[src/rtl/free_list_pkg.sv]
// free_list_pkg: default sizes and tag type shared by the physical-register free list
package free_list_pkg;
  localparam int NUM_PREGS_DEF = 64;
  localparam int NUM_AREGS_DEF = 32;
  localparam int DEPTH_DEF = NUM_PREGS_DEF - NUM_AREGS_DEF;
  localparam int TAG_W_DEF = $clog2(NUM_PREGS_DEF);
  localparam int CNT_W_DEF = $clog2(DEPTH_DEF + 1);
  typedef logic [TAG_W_DEF-1:0] preg_tag_t;
endpackage

[src/rtl/phys_reg_free_list_if.sv]
// phys_reg_free_list_if: rename alloc and commit free ports of the free list
interface phys_reg_free_list_if import free_list_pkg::*; #(
  parameter int TAG_W = TAG_W_DEF,
  parameter int CNT_W = CNT_W_DEF
);
  logic alloc_req, alloc_valid, alloc_fire, free_en, overflow_err, dbl_free_err;
  logic [TAG_W-1:0] alloc_tag, free_tag;
  logic [CNT_W-1:0] free_count;
  modport master(output alloc_req, free_en, free_tag,
                 input alloc_valid, alloc_tag, alloc_fire, free_count, overflow_err, dbl_free_err);
  modport slave(input alloc_req, free_en, free_tag,
                output alloc_valid, alloc_tag, alloc_fire, free_count, overflow_err, dbl_free_err);
endinterface

[src/rtl/fl_wrap_ptr.sv]
// fl_wrap_ptr: pointer that advances on adv and wraps from DEPTH-1 to 0
module fl_wrap_ptr #(
  parameter int DEPTH = 32,
  parameter int W = 5
) (
  input  logic         clk,
  input  logic         reset,
  input  logic         adv,
  output logic [W-1:0] ptr
);
  always_ff @(posedge clk)
    ptr <= reset ? '0 : !adv ? ptr : ptr == W'(DEPTH - 1) ? '0 : ptr + W'(1);
endmodule

[src/rtl/phys_reg_free_list.sv]
// phys_reg_free_list: circular FIFO of free physical tags; FREE_LIST_DBL_FREE_CHECK_EN adds double-free detection
module phys_reg_free_list import free_list_pkg::*; #(
  parameter int NUM_PREGS = NUM_PREGS_DEF,
  parameter int NUM_AREGS = NUM_AREGS_DEF
) (
  input logic clk,
  input logic reset,
  phys_reg_free_list_if.slave fl
);
  localparam int DEPTH = NUM_PREGS - NUM_AREGS;
  localparam int TAG_W = $clog2(NUM_PREGS);
  localparam int CNT_W = $clog2(DEPTH + 1);
  localparam int PTR_W = DEPTH > 1 ? $clog2(DEPTH) : 1;
  logic [TAG_W-1:0] mem [DEPTH];
  logic [PTR_W-1:0] head, tail;
  logic [CNT_W-1:0] count;
  logic full, free_ok, dbl_hit, ovf_err;
  assign full = count == CNT_W'(DEPTH);
  assign fl.alloc_valid = count != '0;
  assign fl.alloc_tag = mem[head];
  assign fl.alloc_fire = fl.alloc_req && fl.alloc_valid;
  assign fl.free_count = count;
  assign fl.overflow_err = ovf_err;
  assign free_ok = fl.free_en && !full && !dbl_hit;
`ifdef FREE_LIST_DBL_FREE_CHECK_EN
  logic [NUM_PREGS-1:0] in_list;
  logic dbl_err;
  assign dbl_hit = fl.free_en && in_list[fl.free_tag];
  assign fl.dbl_free_err = dbl_err;
  always_ff @(posedge clk) begin
    if (reset) begin
      for (int i = 0; i < NUM_PREGS; i++) in_list[i] <= i >= NUM_AREGS;
      dbl_err <= 1'b0;
    end else begin
      if (fl.alloc_fire) in_list[fl.alloc_tag] <= 1'b0;
      if (free_ok) in_list[fl.free_tag] <= 1'b1;
      dbl_err <= dbl_err || dbl_hit;
    end
  end
`else
  assign dbl_hit = 1'b0;
  assign fl.dbl_free_err = 1'b0;
`endif
  fl_wrap_ptr #(.DEPTH(DEPTH), .W(PTR_W)) u_head (.clk(clk), .reset(reset), .adv(fl.alloc_fire), .ptr(head));
  fl_wrap_ptr #(.DEPTH(DEPTH), .W(PTR_W)) u_tail (.clk(clk), .reset(reset), .adv(free_ok), .ptr(tail));
  always_ff @(posedge clk) begin
    if (reset) begin
      for (int i = 0; i < DEPTH; i++) mem[i] <= TAG_W'(NUM_AREGS + i);
    end else if (free_ok) begin
      mem[tail] <= fl.free_tag;
    end
    count <= reset ? CNT_W'(DEPTH) :
             (free_ok && !fl.alloc_fire) ? count + CNT_W'(1) :
             (fl.alloc_fire && !free_ok) ? count - CNT_W'(1) : count;
    ovf_err <= !reset && (ovf_err || (fl.free_en && full));
  end
endmodule

[src/flat_wrapper.sv]
// flat-port wrapper written by rule: the top's interface ports become plain ports
module phys_reg_free_list_flat import free_list_pkg::*;
#(
  parameter int NUM_PREGS = NUM_PREGS_DEF,
  parameter int NUM_AREGS = NUM_AREGS_DEF
)
  (clk, reset, fl_alloc_req, fl_free_en, fl_free_tag, fl_alloc_valid, fl_alloc_tag, fl_alloc_fire, fl_free_count, fl_overflow_err, fl_dbl_free_err);
  phys_reg_free_list_if fl_i ();
  input logic clk;
  input logic reset;
  input wire logic [$bits(fl_i.alloc_req)-1:0] fl_alloc_req;
  input wire logic [$bits(fl_i.free_en)-1:0] fl_free_en;
  input wire logic [$bits(fl_i.free_tag)-1:0] fl_free_tag;
  output wire logic [$bits(fl_i.alloc_valid)-1:0] fl_alloc_valid;
  output wire logic [$bits(fl_i.alloc_tag)-1:0] fl_alloc_tag;
  output wire logic [$bits(fl_i.alloc_fire)-1:0] fl_alloc_fire;
  output wire logic [$bits(fl_i.free_count)-1:0] fl_free_count;
  output wire logic [$bits(fl_i.overflow_err)-1:0] fl_overflow_err;
  output wire logic [$bits(fl_i.dbl_free_err)-1:0] fl_dbl_free_err;
  assign fl_i.alloc_req = fl_alloc_req;
  assign fl_i.free_en = fl_free_en;
  assign fl_i.free_tag = fl_free_tag;
  assign fl_alloc_valid = fl_i.alloc_valid;
  assign fl_alloc_tag = fl_i.alloc_tag;
  assign fl_alloc_fire = fl_i.alloc_fire;
  assign fl_free_count = fl_i.free_count;
  assign fl_overflow_err = fl_i.overflow_err;
  assign fl_dbl_free_err = fl_i.dbl_free_err;
  phys_reg_free_list #(.NUM_PREGS(NUM_PREGS), .NUM_AREGS(NUM_AREGS)) u_core (.clk(clk), .reset(reset), .fl(fl_i));
endmodule
[config.mk]
export PLATFORM = sky130hd
export DESIGN_NAME = phys_reg_free_list_flat
export DESIGN_NICKNAME = d
export VERILOG_FILES = /design/src/rtl/free_list_pkg.sv /design/src/rtl/phys_reg_free_list_if.sv /design/src/rtl/fl_wrap_ptr.sv /design/src/rtl/phys_reg_free_list.sv /design/src/flat_wrapper.sv
export SDC_FILE = /design/constraint.sdc
export NUM_CORES = 1
export LEC_CHECK = 0
export CORE_MARGIN = 2
export CORE_UTILIZATION = 50
export CTS_CLUSTER_DIAMETER = 200
export DETAILED_ROUTE_END_ITERATION = 8
export PLACE_DENSITY = 0.79
export SLEW_MARGIN = 20
export SYNTH_ARGS = -nofsm -noshare
export SYNTH_HDL_FRONTEND = slang
export SYNTH_SLANG_ARGS = --single-unit
[constraint.sdc]
create_clock -name clk -period 4 [get_ports clk]
set_input_delay 0.4 -clock clk [delete_from_list [all_inputs] [get_ports clk]]
set_output_delay 0.4 -clock clk [all_outputs]
set_load 0.005 [all_outputs]
Word level (Yosys, flattened, before mapping)
Memory sizes are Yosys's and may differ from the RTL's. A register that Yosys moved wholly into a read port is not among the register bits.
Index checks and enable logic that the tools add are counted.
{"block": "classes", "n_addsub": 4, "n_eq_ne": 3, "muxes": 14, "n_reduce_logical": 14}
{"operator": "two-way mux 5 bit", "count": 5}
{"operator": "two-way mux 6 bit", "count": 3}
{"operator": "adder 5 x 1 -> 5 bit (second input constant)", "count": 2}
{"operator": "equality test 5 bit (second input constant)", "count": 2}
{"operator": "adder 6 x 1 -> 6 bit (second input constant)", "count": 1}
{"operator": "equality test 6 bit (second input constant)", "count": 1}
{"operator": "logical AND 1 bit", "count": 6}
{"operator": "two-way mux 1 bit", "count": 6}
{"operator": "nonzero test 6 bit", "count": 1}
{"operator": "OR reduction 6 bit", "count": 1}
{"operator": "subtractor 6 x 1 -> 6 bit (second input constant)", "count": 1}
{"operator": "logical NOT 1 bit", "count": 4}
{"operator": "nonzero test 2 bit", "count": 1}
{"operator": "logical OR 1 bit", "count": 1}
{"block": "totals", "register_bits": 17, "ram_bits": 192, "output_inout_bits": 16, "word_cells": 40, "memories": 1}
{"memory": "u_core.mem", "words": 32, "word_bits": 6, "read_ports": 1, "rd_clocked_by_memory_dff": 1, "write_ports": 32, "line": "phys_reg_free_list.sv:14", "source": "logic [TAG_W-1:0] mem [DEPTH];"}

Depth between registers and ports, before layout
Gate-level depths: netlist of the first run.
{"block": "depth", "ltp_word": 8, "depth_mapped": 11}

Cells and area by module
From an unflattened synthesis of the first run, not the netlist that was laid out.
{"block": "hier_totals", "hier_cells": 786, "area_unflattened_um2": 10204.8}
{"mod": "phys_reg_free_list", "n_inst": 1, "cells_each": 736, "area_per_inst_um2": 9741.8}
{"mod": "fl_wrap_ptr", "n_inst": 2, "cells_each": 25, "area_per_inst_um2": 231.5}

Worst setup path before layout of the first run
No wires, ideal clock.
{"block": "synth_timing", "path_type": "flip-flop to flip-flop", "start": "reg u_core.count[0], in the netlist u_core.fl.free_count[0]", "end": "reg u_core.count[5], in the netlist u_core.fl.free_count[5]", "setup_time_ps": 132, "arrival_time_ps": 3171, "setup_slack_ps": 697, "path_stages_with_launch": 12, "n_path_buf": 1, "synth_period_minus_slack_ps": 3303, "cell_sequence": "dfxtp_1 -> or4_1 -> buf_6 -> o31ai_2 -> inv_1 -> ha_1 -> inv_1 -> ha_1 -> and4b_1 -> a211oi_1 -> a31oi_1 -> or3b_2"}
{"block": "synth_via", "elab_chain_len": 6, "elab_cells_between_ends": 14}
{"item": "from (decl)", "line": "phys_reg_free_list.sv:16", "source": "logic [CNT_W-1:0] count;"}
{"item": "from (signal assigned)", "line": "phys_reg_free_list.sv:52", "source": "count <= reset ? CNT_W'(DEPTH) :"}
{"item": "branches (longest 6 deep; another with subtractor 6 x 1 -> 6 bit)"}
Several ways; the timed one is not identified. The select of a mux whose other input is x is not followed.
A chain may end at the register's enable or synchronous reset.

==> impl_metrics.env, run 1 <==
export IMPL_reg2reg_depth=10
export IMPL_cp_start_kind="register"
export IMPL_final_core_util=0.564
export IMPL_grtUsageTotal=0.200
export IMPL_place_gp_congestion=0.847
export IMPL_crit_chain="buf_4, mux4_2, a22o_1, a221oi_1, nand3_1, clkdlybuf4s50_1"
export IMPL_r2r_end="u_core.fl.free_count[5]$_SDFFE_PP1P_"
export IMPL_path_class="register to primary output"
export IMPL_n_antenna_cell=0
export IMPL_antenna_found_initial=0
export IMPL_whs_path_depth=2
export IMPL_die_h_um=148
export IMPL_leakage_nw=3.37
export IMPL_dp_hpwl_um=13700
export IMPL_status="complete, no violations"
export IMPL_worst_path_max_delay_cell="mux4_2"
export IMPL_final_cell_mix="edfxtp_1 (192), or3_1 (115), and2_1 (81)"
export IMPL_viasPerCell=5.91
export IMPL_fill_cells=1616
export IMPL_arrival_ns=3.21
export IMPL_fp_coreArea_um2=20300
export IMPL_clock_path_buffers=3
export IMPL_tritoncts="yes"
export IMPL_stdcell_count=1075
export IMPL_std_cell_rows=52
export IMPL_synth_seq_cells=214
export IMPL_clkTransAtPathRegs_ns=0.06
export IMPL_synth_fp_nets=822
export IMPL_placedCellCount=1036
export IMPL_finalSetupViolations=0
export IMPL_grt_max_degree=51
export IMPL_die_w_um=148
export IMPL_design_area_um2=11400
export IMPL_cts_repair_resized=0
export IMPL_top_usage_layer="met2"
export IMPL_ant_nets=0
export IMPL_power_mw=5.37
export IMPL_first_global_vias=6297
export IMPL_slew_headroom=0.279
export IMPL_nets=814
export IMPL_syn2layout_area_growth_pct=10.0
export IMPL_tightest_slew_ns=1.08
export IMPL_worstHoldStart="u_core.fl.overflow_err$_DFF_P_"
export IMPL_powerDensity_nw_per_um2=469
export IMPL_met2_usage=0.334
export IMPL_routed_wl_um=21600
export IMPL_synthTopCellsByArea="edfxtp_1 (55%), or3_1 (6.9%), mux4_2 (5.2%), mux2i_1 (5.0%), and2_1 (4.9%)"
export IMPL_cp_data_required_time_ns=3.60
export IMPL_fin_hold_ws_ns=0.483
export IMPL_drc=0
export IMPL_vias=6358
export IMPL_reg2reg_from="u_core.fl.free_count[0]$_SDFFE_PP0P_"
export IMPL_setup_ws_ns=0.390
export IMPL_finalHoldViolCount=0
export IMPL_fin_crit_sh=0.902
export IMPL_place_ws_ns=0.496
export IMPL_critPathBufInv=2
export IMPL_clock_sinks=214
export IMPL_holdCritPathClass="register to register"
export IMPL_synth_area_per_cell_um2=13.0
export IMPL_maxCapViolations=0
export IMPL_cp_top_family="buffers and inverters"
export IMPL_setup_tns_ns=0
export IMPL_synthArstFlopShare=0
export IMPL_rsz0062_at_grt="no"
export IMPL_grtUsageMet3=0.0258
export IMPL_layout_commonest_cell="edfxtp_1"
export IMPL_placed_area_um2=10800
export IMPL_io_pins=26
export IMPL_grt_pass1_wl_um=34400
export IMPL_drt_pass1_iter_count=5
export IMPL_synth_seq_area_share=0.597
export IMPL_port_buffers=24
export IMPL_synth_edf_count=192
export IMPL_critical_path_max_fanout=21
export IMPL_synthFlopType="edfxtp_1"
export IMPL_syn_inst=799
export IMPL_synth_cell_area_um2=10400
export IMPL_use_met1=0.277
export IMPL_worst_hold_path_endpoint="u_core.fl.overflow_err$_DFF_P_"
export IMPL_yosys_area_top_type="edfxtp_1"
export IMPL_r2r_slack_ns=0.50
export IMPL_worstSetupEndpointType="primary output"
export IMPL_ir_drop_v=0.000336
export IMPL_routedWlPerCell_um=20.1
export IMPL_timing_fmax_mhz=277
export IMPL_cts_buffers=22
export IMPL_die_area_um2=22000
export IMPL_ys_warn_count=0
export IMPL_start_util=0.512
export IMPL_drtIter0Drc=640
export IMPL_cts_root_buf="clkbuf_16"
export IMPL_slowest_delay_ns=0.55
export IMPL_insertion_delay_ns=0.50
export IMPL_postCtsHoldBufs=0
export IMPL_final_max_slew_viol_count=0
export IMPL_skew_ns=0.0122
export IMPL_layout_drive_gt1_share=0.120
export IMPL_grt_ovfl_total=0
export IMPL_synth_cell_type_count=52
export IMPL_h_tree_depth=1
export IMPL_synth_top_cell_area_share=0.555
export IMPL_final_min_clock_period_ns=3.61
export IMPL_postCtsSetupBuffers=0
## Yosys cell counts, types with 5 or more instances
cell      number
a21oi_1       20
a221oi_1       6
a22o_1         6
a22oi_1       12
and2_1        81
buf_1          5
buf_2         11
buf_6          7
clkbuf_1      49
dfxtp_1       22
edfxtp_1     192
ha_1          12
inv_1          6
mux2i_1       52
mux4_2        24
nand2_1       20
nand3_1       21
nor2_1        42
nor2b_1        5
o21ai_0        7
or2_1         20
or2_2         12
or3_1        115
## registers in the layout, summed over array words and instances, names as in the netlist, named ones only
signal and cells:
u_core.u_tail.ptr 5, u_core.fl.overflow_err 1, u_core.fl.free_count 6, u_core.mem 192, u_core.u_head.ptr 5
## worst max-delay path by stage
stage / cells after the start / start / endpoint
finish: 6 / register / fl_alloc_tag[2]
global route: 10 / u_core.fl.free_count[0]$_SDFFE_PP0P_ / u_core.fl.free_count[5]$_SDFFE_PP1P_
CTS: 6 / register / fl_alloc_tag[4]
detailed placement: 10 / u_core.fl.free_count[0]$_SDFFE_PP0P_ / u_core.fl.free_count[5]$_SDFFE_PP1P_
global placement: 10 / u_core.fl.free_count[0]$_SDFFE_PP0P_ / u_core.fl.free_count[5]$_SDFFE_PP1P_
floorplan: 11 / u_core.fl.free_count[0]$_SDFFE_PP0P_ / u_core.fl.free_count[5]$_SDFFE_PP1P_
## worst min-delay path, cell delays in order, from the launching register on
cell and delay, ns:
dfxtp_1 0.33, a31oi_1 0.04, nor2_1 0.07
## routing by layer
metal	vias up	wire, µm	share of wire
met5	-	0	0
met4	0	494	0.023
met3	36	1390	0.064
met2	247	10700	0.49
met1	3124	9080	0.42
li1	2951	-	-
## report_power, final
group          switching [mW]  internal [mW]  total (mW)
Combinational           0.475          0.375       0.850
Clock                   0.805           1.11        1.92
Sequential             0.0882           2.51        2.60
## cell type report
cell class	instances	area (µm²)	share of cell area
clock buffers	29	598	0.0523
flip-flops and latches	214	6210	0.543
repair buffers	42	383	0.0335
clock inverters	9	68.8	0.00601
inverters	6	22.5	0.00197
well taps	270	338	0.0295
multi-input cells	505	3820	0.334
## logic make-up (layout without fill, tap and decap cells)
group           after synthesis  in the layout  share of synthesized area
other cells                   1              1                   0.000361
simple gates                343            343                      0.193
mux                          76             76                      0.102
flops                       214            214                      0.597
fa+ha+maj                    13             13                     0.0164
compound gates               69             69                     0.0533
xor+xnor                      3              3                    0.00253
buf+inv                      80             86                     0.0357
(Power assumes the default switching activity.)
==> run 2, diff against run 1 <==
--- a/config.mk
+++ b/config.mk
@@ -8,6 +8,7 @@
 export CORE_MARGIN = 2
 export CORE_UTILIZATION = 50
 export CTS_CLUSTER_DIAMETER = 200
+export CTS_CLUSTER_SIZE = 16
 export DETAILED_ROUTE_END_ITERATION = 8
 export PLACE_DENSITY = 0.79
 export SLEW_MARGIN = 20
==> run 2 against run 1 <==
Compared with the run above: sequential power hardly changed; clock-buffer cell count is 1 lower; register-to-register slack hardly changed; largest cell class unchanged.
==> impl_metrics.env, run 2 (same netlist as run 1, synthesis figures left out) <==
export IMPL_r2r_end="u_core.fl.free_count[5]$_SDFFE_PP1P_"
export IMPL_cp_data_required_time_ns=3.60
export IMPL_drtIter0Drc=599
export IMPL_cts_root_buf="clkbuf_16"
export IMPL_slew_headroom=0.267
export IMPL_timing_fmax_mhz=278
export IMPL_insertion_delay_ns=0.49
export IMPL_whs_path_depth=2
export IMPL_reg2reg_from="u_core.fl.free_count[0]$_SDFFE_PP0P_"
export IMPL_leakage_nw=3.28
export IMPL_antenna_found_initial=0
export IMPL_postCtsSetupBuffers=0
export IMPL_holdCritPathClass="register to register"
export IMPL_postCtsHoldBufs=0
export IMPL_vias=6322
export IMPL_rsz0062_at_grt="no"
export IMPL_io_pins=26
export IMPL_die_w_um=148
export IMPL_tritoncts="yes"
export IMPL_cts_buffers=17
export IMPL_setup_tns_ns=0
export IMPL_routedWlPerCell_um=20.3
export IMPL_n_antenna_cell=0
export IMPL_drt_pass1_iter_count=5
export IMPL_final_max_slew_viol_count=0
export IMPL_status="complete, no violations"
export IMPL_maxCapViolations=0
export IMPL_fill_cells=1638
export IMPL_worstSetupEndpointType="primary output"
export IMPL_clock_sinks=214
export IMPL_arrival_ns=3.20
export IMPL_first_global_vias=6261
export IMPL_critPathBufInv=2
export IMPL_placedCellCount=1036
export IMPL_final_min_clock_period_ns=3.60
export IMPL_finalHoldViolCount=0
export IMPL_clkTransAtPathRegs_ns=0.07
export IMPL_viasPerCell=5.93
export IMPL_die_area_um2=22000
export IMPL_multi_input_area_um2=3820
export IMPL_skew_ns=0.0122
export IMPL_fin_crit_sh=0.899
export IMPL_std_cell_rows=52
export IMPL_ant_nets=0
export IMPL_dp_hpwl_um=13700
export IMPL_stdcell_count=1066
export IMPL_grtUsageTotal=0.199
export IMPL_cts_repair_resized=0
export IMPL_reg2reg_depth=10
export IMPL_start_util=0.512
export IMPL_syn2layout_area_growth_pct=8.22
export IMPL_r2r_slack_ns=0.50
export IMPL_finalSetupViolations=0
export IMPL_clock_path_buffers=3
export IMPL_slowest_delay_ns=0.55
export IMPL_cp_start_kind="register"
export IMPL_port_buffers=24
export IMPL_place_gp_congestion=0.847
export IMPL_critical_path_max_fanout=21
export IMPL_largest_register="u_core.mem"
export IMPL_ir_drop_v=0.000398
export IMPL_grt_max_degree=51
export IMPL_die_h_um=148
export IMPL_tightest_slew_ns=1.10
export IMPL_final_cell_mix="edfxtp_1 (192), or3_1 (115), and2_1 (81)"
export IMPL_drc=0
export IMPL_worst_hold_path_endpoint="u_core.fl.overflow_err$_DFF_P_"
export IMPL_largest_reg_flops=192
export IMPL_crit_chain="buf_4, mux4_2, a22o_1, a221oi_1, nand3_1, clkdlybuf4s50_1"
export IMPL_grt_pass1_wl_um=34200
export IMPL_powerDensity_nw_per_um2=445
export IMPL_path_class="register to primary output"
export IMPL_layout_drive_gt1_share=0.108
export IMPL_nets=809
export IMPL_fp_coreArea_um2=20300
export IMPL_cp_top_family="buffers and inverters"
export IMPL_power_mw=5.01
export IMPL_h_tree_depth=1
export IMPL_grt_ovfl_total=0
export IMPL_worstHoldStart="u_core.fl.overflow_err$_DFF_P_"
export IMPL_layout_commonest_cell="edfxtp_1"
export IMPL_worst_path_max_delay_cell="mux4_2"
export IMPL_final_core_util=0.554
export IMPL_routed_wl_um=21600
export IMPL_ff_latch_area_um2=6210
run 2: cell count changes in the layout (fill, tap and decap cells not counted):
cell / change
bufinv_16: -1
inv_8: +1
clkbuf_1: +5
clkinvlp_4: -1
clkinv_2: -4
clkbuf_16: -6
clkinv_1: -3
run 2: tightest hold or removal path, delay by kind of cell, from the launching register on:
| family | cells | cell delay [ns] |
|---|---|---|
| compound gates | 1 | 0.04 |
| flops | 1 | 0.33 |
| simple gates | 1 | 0.07 |
run 2: how the worst max path moves through the flow:
stage | from | to | slack (ns) | cells after the start
2_1_floorplan | u_core.fl.free_count[0]$_SDFFE_PP0P_ | u_core.fl.free_count[5]$_SDFFE_PP1P_ | 0.70 | 11
3_3_place_gp | u_core.fl.free_count[0]$_SDFFE_PP0P_ | u_core.fl.free_count[5]$_SDFFE_PP1P_ | 0.63 | 10
3_5_place_dp | u_core.fl.free_count[0]$_SDFFE_PP0P_ | u_core.fl.free_count[5]$_SDFFE_PP1P_ | 0.50 | 10
4_1_cts | register | fl_alloc_tag[4] | 0.40 | 6
5_1_grt | u_core.fl.free_count[0]$_SDFFE_PP0P_ | u_core.fl.free_count[5]$_SDFFE_PP1P_ | 0.25 | 10
6_report | register | fl_alloc_tag[4] | 0.40 | 6
run 2: per-layer routing:
| layer | up-vias | GRT usage | part of all wire |
|---|---|---|---|
| li1 | 2945 | - | - |
| met1 | 3118 | 0.279 | 0.43 |
| met2 | 218 | 0.330 | 0.49 |
| met3 | 41 | 0.0224 | 0.061 |
| met4 | 0 | 0.0595 | 0.026 |
| met5 | - | 0 | 0 |
run 2: power by group:
group	internal (mW)	total [mW]	switching, mW
sequential	2.51	2.60	0.0869
combinational	0.376	0.851	0.475
clock	0.804	1.56	0.759
total	3.69	5.01	1.32
run 2: cell type report:
type | instances | area share
Sequential cell | 214 | 0.552
Multi-Input combinational cell | 505 | 0.339
Clock buffer | 28 | 0.0415
Timing Repair Buffer | 42 | 0.0340
Tap cell | 270 | 0.0300
Inverter | 6 | 0.00200
Clock inverter | 1 | 0.00100
run 2: metrics by stage:
stage | worst slack [ns] | hold WS [ns] | cell area [µm²]
2_1_floorplan | 0.697 | 0.461 | 10400
3_3_place_gp | 0.635 | 0.462 | 10800
3_5_place_dp | 0.496 | 0.469 | 10800
4_1_cts | 0.398 | 0.496 | 11200
5_1_grt | 0.250 | 0.533 | 11300
6_report | 0.403 | 0.482 | 11300
